==> src/rtl/vc_fifo.sv <==
// vc_fifo: per-virtual-channel FIFO bank.
// NUM_VC independent circular buffers share one storage array. Each VC has
// its own write/read pointer pair with an extra wrap bit, so full and empty
// are exact. Reads are first-word fall-through: data_out always shows the
// head flit of VC rd_vc.
// Optional feature: define VC_FIFO_ERR_EN to add the sticky 'err' output,
// which sets after any rejected request to an existing VC (write to a full
// VC or read of an empty VC).
module vc_fifo #(
    parameter int WIDTH    = 16,
    parameter int DEPTH    = 16,
    parameter int NUM_VC   = 4,
    parameter int AFULL_TH = DEPTH - 2,
    parameter int VC_W     = (NUM_VC > 1) ? $clog2(NUM_VC) : 1,
    parameter int PTR_W    = $clog2(DEPTH) + 1
) (
    input  logic                     clk,
    input  logic                     reset,
    input  logic                     write,
    input  logic [VC_W-1:0]          wr_vc,
    input  logic [WIDTH-1:0]         data_in,
    input  logic                     read,
    input  logic [VC_W-1:0]          rd_vc,
    output logic [WIDTH-1:0]         data_out,
    output logic [NUM_VC-1:0]        full,
    output logic [NUM_VC-1:0]        empty,
    output logic [NUM_VC-1:0]        afull,
`ifdef VC_FIFO_ERR_EN
    output logic                     err,
`endif
    output logic [NUM_VC*PTR_W-1:0]  count
);

    localparam int AW = PTR_W - 1;
    localparam logic [PTR_W-1:0] AFULL_LVL = PTR_W'(AFULL_TH);

    logic [WIDTH-1:0] mem    [NUM_VC][DEPTH];
    logic [PTR_W-1:0] wr_ptr [NUM_VC];
    logic [PTR_W-1:0] rd_ptr [NUM_VC];

    logic wr_vc_ok;
    logic rd_vc_ok;
    logic wr_ok;
    logic rd_ok;

    // Per-VC status flags and occupancy, all derived from registered pointers.
    always_comb begin
        // NOTE: every output of a combinational block gets a default first so
        // no path leaves a bit unassigned and no latch is inferred.
        full  = '0;
        empty = '0;
        afull = '0;
        count = '0;
        for (int v = 0; v < NUM_VC; v++) begin
            logic [PTR_W-1:0] occ;
            occ = wr_ptr[v] - rd_ptr[v];
            full[v]  = (wr_ptr[v][AW-1:0] == rd_ptr[v][AW-1:0]) &&
                       (wr_ptr[v][AW] != rd_ptr[v][AW]);
            empty[v] = (wr_ptr[v] == rd_ptr[v]);
            afull[v] = (occ >= AFULL_LVL);
            count[v*PTR_W +: PTR_W] = occ;
        end
    end

    // Request qualification: range check, then full/empty of the target VC.
    // A same-cycle read never makes room for a write and a same-cycle write
    // never feeds a read, because both look only at current pointers.
    always_comb begin
        wr_vc_ok = (int'(wr_vc) < NUM_VC);
        rd_vc_ok = (int'(rd_vc) < NUM_VC);
        wr_ok    = write && wr_vc_ok && !full[wr_vc];
        rd_ok    = read && rd_vc_ok && !empty[rd_vc];
    end

    // Head flit of the selected VC; meaningless while that VC is empty.
    always_comb begin
        data_out = mem[rd_vc][rd_ptr[rd_vc][AW-1:0]];
    end

    // Storage write for accepted flits.
    // NOTE: the data array is deliberately left out of reset; the pointers
    // alone define which entries are valid, and an unreset array maps onto RAM.
    always_ff @(posedge clk) begin
        if (wr_ok) begin
            mem[wr_vc][wr_ptr[wr_vc][AW-1:0]] <= data_in;
        end
    end

    // Pointer advance per VC; the wrap bit toggles naturally on overflow of
    // the low bits.
    always_ff @(posedge clk or negedge reset) begin
        if (!reset) begin
            for (int v = 0; v < NUM_VC; v++) begin
                // NOTE: sequential state uses non-blocking assignment so every
                // register samples pre-edge values regardless of block order.
                wr_ptr[v] <= '0;
                rd_ptr[v] <= '0;
            end
        end else begin
            for (int v = 0; v < NUM_VC; v++) begin
                if (wr_ok && (wr_vc == VC_W'(v))) begin
                    wr_ptr[v] <= wr_ptr[v] + 1'b1;
                end
                if (rd_ok && (rd_vc == VC_W'(v))) begin
                    rd_ptr[v] <= rd_ptr[v] + 1'b1;
                end
            end
        end
    end

`ifdef VC_FIFO_ERR_EN
    logic rejected;

    // A request to an existing VC that is turned away by full/empty.
    always_comb begin
        rejected = (write && wr_vc_ok && full[wr_vc]) ||
                   (read && rd_vc_ok && empty[rd_vc]);
    end

    // Sticky error flag, cleared only by reset.
    always_ff @(posedge clk or negedge reset) begin
        if (!reset) begin
            err <= 1'b0;
        end else if (rejected) begin
            err <= 1'b1;
        end
    end
`endif

endmodule

==> config.mk <==
export PLATFORM = sky130hd
export DESIGN_NAME = vc_fifo
export DESIGN_NICKNAME = d
export VERILOG_FILES = /design/src/rtl/vc_fifo.sv
export SDC_FILE = /design/constraint.sdc
export NUM_CORES = 1
export LEC_CHECK = 0
export ABC_AREA = 1
export BUFFER_PORTS_ARGS = -buffer_cell sky130_fd_sc_hd__clkbuf_2
export CELL_PAD_IN_SITES_DETAIL_PLACEMENT = 1
export CELL_PAD_IN_SITES_GLOBAL_PLACEMENT = 2
export CORE_UTILIZATION = 40
export DETAILED_ROUTE_END_ITERATION = 8
export GPL_TIMING_DRIVEN = 0
export PLACE_DENSITY = 0.75
export SYNTH_ARGS = -nofsm -noshare
export SYNTH_HDL_FRONTEND = slang
export SYNTH_SLANG_ARGS = --single-unit
==> constraint.sdc <==
create_clock -name clk -period 3.1 [get_ports clk]
set_input_delay 0 -clock clk [delete_from_list [all_inputs] [get_ports clk]]
set_output_delay 0 -clock clk [all_outputs]
set_load 0.005 [all_outputs]
======== Yosys cells after proc, flatten, opt, wreduce, memory -nomap -nowiden ========
Memories as Yosys holds them, arrays and structs flattened.
Cells that the tools add are included.
operators by class
  $add $sub $neg .......................... 12
  div/mod/pow operators ................... 0
  reduce and logical (&&, ||, !) cells .... 19
  bitwise gates (word level) .............. 4
  shift-type cells ........................ 0
  mux-type cells .......................... 17
  magnitude comparators ................... 11
  equal/unequal tests ..................... 18
  multiply operators ...................... 0
operator list
  cell                                                                    number
  256-bit 2-to-1 mux                                                      1
  16-bit binary-select mux with 4-bit select                              1
  16-bit demux with 4-bit select                                          1
  16-bit 2-to-1 mux                                                       3
  5-bit by 1-bit adder with 5-bit output (second input constant)          8
  5-bit binary-select mux with 2-bit select                               2
  5-bit equality test                                                     4
  5-bit by 4-bit >= comparator with 1-bit output (second input constant)  4
  5-bit subtractor                                                        4
  4-bit equality test                                                     4
  4-bit 2-to-1 mux                                                        4
  1-bit logical AND                                                       15
  5-bit >= comparator (second input constant)                             2
  4-bit inverter with 5-bit output                                        2
  2-bit equality test (second input constant)                             4
  3-bit >= comparator (second input constant)                             2
  2-bit by 3-bit < comparator with 1-bit output (second input constant)   2
  2-bit inverter with 3-bit output                                        2
  5-bit by 1-bit < comparator with 1-bit output (second input constant)   1
  1-bit binary-select mux with 2-bit select                               2
  2-bit by 1-bit equality test with 1-bit output (second input constant)  2
  2-bit zero test                                                         2
  1-bit != test                                                           4
  1-bit 2-to-1 mux                                                        3
  1-bit zero test                                                         2
storage, ports and cells
  memory bits (read-only) ................. 0
  output and inout bits ................... 48
  memories ................................ 1
  memory bits (writable) .................. 1,024
  flip-flop bits (word level) ............. 40
  bits of input ports ..................... 24
  bits in latches ......................... 0
memories
  memory  words  width  rd ports  clocked after Yosys merged registers in  write ports  line  source
  mem     4      256    1         0                                        1            37    logic [WIDTH-1:0] mem [NUM_VC][DEPTH];

======== Longest topological paths before layout ========
  depth after elaboration ................. 10
  depth in mapped cells ................... 14

======== Worst setup path after synthesis ========
OpenSTA, ideal clock, no wires.
  path type ............................... flip-flop to flip-flop
  from .................................... register rd_ptr[12] in the netlist's numbering
  to ...................................... memory mem[2][64] in the netlist's numbering (enable)
  cell stages (with the launch flop) ...... 11
  path slack .............................. 311 ps
  clock period less this slack ............ 2,789 ps
  data arrival time ....................... 2,400 ps
  cell sequence ........................... dfrtp_1 inv_1 ha_1 nand4_1 nor2_1 nand2_1 nand3_1 nor2_2 buf_6 nand3_1 nor2_1
on the way
  word-level cells in the longest chain between the ends .. 8
ends and longest elaborated chain
  what                                       line  source
  start: declaration                         39    logic [PTR_W-1:0] rd_ptr [NUM_VC];
  start signal: indexed assignment           105   rd_ptr[v] <= rd_ptr[v] + 1'b1;
  4-bit equality test                        57    full[v] = (wr_ptr[v][AW-1:0] == rd_ptr[v][AW-1:0]) &&
  1-bit logical AND                          57
  via full[1]                                25    output logic [NUM_VC-1:0] full,
  1-bit binary-select mux with 2-bit select  71    wr_ok = write && wr_vc_ok && !full[wr_vc];
  1-bit 2-to-1 mux (implied by the code)     71
  1-bit zero test                            71
  1-bit logical AND                          71
  1-bit 2-to-1 mux                           84    if (wr_ok) begin
  256-bit 2-to-1 mux (implied by the code)   85    mem[wr_vc][wr_ptr[wr_vc][AW-1:0]] <= data_in;
  end: declaration                           37
The timed path passes the listed nets, and every way through them passes these cells. The select of a mux whose other input is x is not followed.

======== Worst setup path after layout ========
  from .................................... register rd_ptr[10] in the netlist's numbering
  to ...................................... output port data_out[15]
on the way
  word-level cells in the longest chain between the ends .. 7
ends and longest elaborated chain
  what                                                    line  source
  5-bit binary-select mux with 2-bit select               77    data_out = mem[rd_vc][rd_ptr[rd_vc][AW-1:0]];
  4-bit 2-to-1 mux (implied by the code) (2 in a row)     77
  4-bit inverter with 5-bit output (implied by the code)  77
  16-bit binary-select mux with 4-bit select              77
  16-bit 2-to-1 mux (implied by the code) (2 in a row)    77
  end: declaration                                        24    output logic [WIDTH-1:0] data_out,
No other way between the ends. The select of a mux whose other input is x is not followed.

==> impl_metrics.json <==
{
  "ys.flop_type": "edfxtp_1",
  "avgSynthCellArea_um2": 11.1,
  "die_area_mm2": 0.114,
  "max-cap-violations": 1,
  "fmax_mhz": 323,
  "grt.overflow.total": 0,
  "drt_wl_total_um": 163000,
  "rsz0062_at_grt": "yes",
  "drt-initial-drc-count": 3132,
  "async_reset_ff_frac": 0.0376,
  "start_kind": "flip-flop",
  "num_vias": 32500,
  "antenna_found_initial": 4,
  "yosys.area.top_type_share": 0.682,
  "end_kind": "output port",
  "synth_cells": 4075,
  "fin_crit_sh": 0.998,
  "total_leakage_power_nw": 20.9,
  "fillers": 12000,
  "gp_congestion": 0.959,
  "nNetsFinal": 4445,
  "grt_max_degree": 63,
  "synth_area_mm2": 0.0451,
  "ys.warnings.count": 0,
  "fin_crit_ns": 3.10,
  "crit_fanout": 10,
  "cts_buffers": 115,
  "rrSetupSlack_ns": 0.15,
  "multi_input_area_mm2": 0.0124,
  "fin_worst_skew_ns": 0.0295,
  "peakVddDrop_uv": 571,
  "synth_seq_cells": 1064,
  "slew_viol_final": 11,
  "antenna_violating_nets_post_route": 0,
  "cts.path.max_buffers": 3,
  "synth_edf_count": 1024,
  "cts.sinks": 1064,
  "power.density_mw_per_mm2": 723,
  "critPathRequiredTime_ns": 3.10,
  "row_count": 122,
  "violations": "max-capacitance violations, max-slew violations",
  "drive_gt1_frac": 0.149,
  "yosysMostFrequentCell": "nand2_1",
  "track_usage": 0.287,
  "status": "finished, violations left",
  "route.detailed.wl_per_inst_um": 27.3,
  "tightest_slew_ns": 1.61,
  "grtUsageMet1": 0.404,
  "synth_nets": 4127,
  "report.final.hold_viol_count": 0,
  "relSlewSlack": -0.0760,
  "worst_ep_arrival_time_ns": 3.10,
  "grt_util_met2": 0.458,
  "yosys.area.top_type": "edfxtp_1",
  "die_w_um": 338,
  "viasPerCell": 5.44,
  "busiest_layer": "met2",
  "drc": 0,
  "setup_viol": 0,
  "cts_max_level": 3,
  "die_h_um": 338,
  "clk_latency_ns": 0.73,
  "ys_top_cells_by_count": "nand2_1, edfxtp_1, nand3_1",
  "synthTopCellsByArea": "edfxtp_1, nand2_1, nand3_1",
  "clk_pin_slew_ns": 0.06,
  "initial_core_util": 0.406,
  "synth_cell_type_count": 30,
  "layout-area-overhead-vs-synth_pct": 18.9,
  "hold_slack_ns": 0.00337,
  "met3_usage": 0.0443,
  "io_pins": 72,
  "coreArea_mm2": 0.111,
  "hpwl_um": 113000,
  "grt_pass1_wl_um": 230000,
  "root_buffer": "clkbuf_16",
  "grt_pass1_vias": 32000,
  "port_buffers": 70,
  "critical_path_class": "flip-flop to output port",
  "hold_path.class": "input pin to async pin",
  "drt-pass1-iter-count": 5,
  "cts_tree": "done",
  "seqCellArea_mm2": 0.0318,
  "yosysSeqAreaShare": 0.704,
  "fin_util": 0.482
}
-- cell usage in the layout (no fill, tap or decap), drive strengths merged --
master	count
a21oi	9
buf	289
bufinv	8
clkbuf	271
clkinv	55
dfrtp	40
diode	3
dlygate4sd3	22
edfxtp	1024
fa	4
ha	24
inv	75
nand2	1406
nand3	812
nand4	23
nor2	360
nor3	3
o21ai	13
o21bai	4
o22ai	5
or2b	1
xnor2	17
xor2	23
-- state kept, by name, indices dropped and copies added, names as in the netlist --
register,flops
mem,1024
rd_ptr,20
wr_ptr,20
-- stage by stage --
stage | std cells | cell area, um2 | setup TNS [ns] | total power, W | worst slack (ns)
floorplan | 4075 | 45100 | 0 | 0.0209 | 0.311
global placement | 5633 | 47300 | -1090.59 | 0.0248 | -1.46
detailed placement | 5688 | 48600 | -466.71 | 0.0250 | -1.05
CTS | 5958 | 53200 | 0 | 0.0387 | 0.00821
global route | 5976 | 53600 | -0.0171 | 0.0400 | -0.00845
finish | 5979 | 53600 | 0 | 0.0388 | 0.00494
-- where the power goes --
group / leakage (nW) / internal (W) / switching, W / total [W]
combinational: 9.35 / 0.00262 / 0.00614 / 0.00876
clock: 1.79 / 0.00761 / 0.00581 / 0.0134
sequential: 9.73 / 0.0162 / 0.000385 / 0.0166
-- final timing paths --
check	cells past startpoint	end	start
hold reg to reg	2	rd_ptr[9]	rd_ptr[9]
hold / removal	2	wr_ptr[1]	reset
max in group asynchronous	2	rd_ptr[5]	reset
setup / recovery	11	data_out[15]	rd_ptr[10]
min in group clk	2	mem[2][159]	data_in[15]
setup reg to reg	12	mem[2][64]	rd_ptr[7]
-- cells by family after synthesis --
family / after synthesis / share of synthesized area
simple gates: 2605 / 0.244
flops: 1064 / 0.704
buf+inv: 307 / 0.0320
xor+xnor: 40 / 0.00777
compound gates: 31 / 0.00389
fa+ha+maj: 28 / 0.00844
-- layer usage --
metal	vias up	share of wire
met5	-	0
met4	0	0.031
met3	221	0.066
met2	1032	0.46
met1	16600	0.44
li1	14700	-
-- worst max-delay path, cell delays in order, from the launching register on --
cell and delay (ns):
dfrtp_2 0.47, nand3_1 0.11, nand2_1 0.09, nor2_4 0.18
buf_6 0.18, buf_4 0.22, nand2_1 0.13, nand3_1 0.17
nand3_1 0.24, nand3_1 0.25, nand2_2 0.17, clkbuf_2 0.15
-- cell type report --
cell class	count	share of cell area
inverter	71	0.00497
timing repair buffer	203	0.0455
antenna	3	0.000140
tap	1488	0.0347
clock buffer	145	0.0569
sequential	1064	0.593
buffer	234	0.0237
clock inverter	67	0.0110
multi-input combinational	2704	0.231
-- what timing repair did --
| item | in CTS | in global routing |
|---|---|---|
| setup endpoints to repair | 1031 | 363 |
| cloned | 1 | 0 |
| hold buffers | 22 | 0 |
| hold endpoints to repair | 587 | 0 |
| pin swaps | 21 | 10 |
| setup buffers | 36 | 18 |
| gates resized for setup | 82 | 42 |
(Power assumes the default switching activity.)
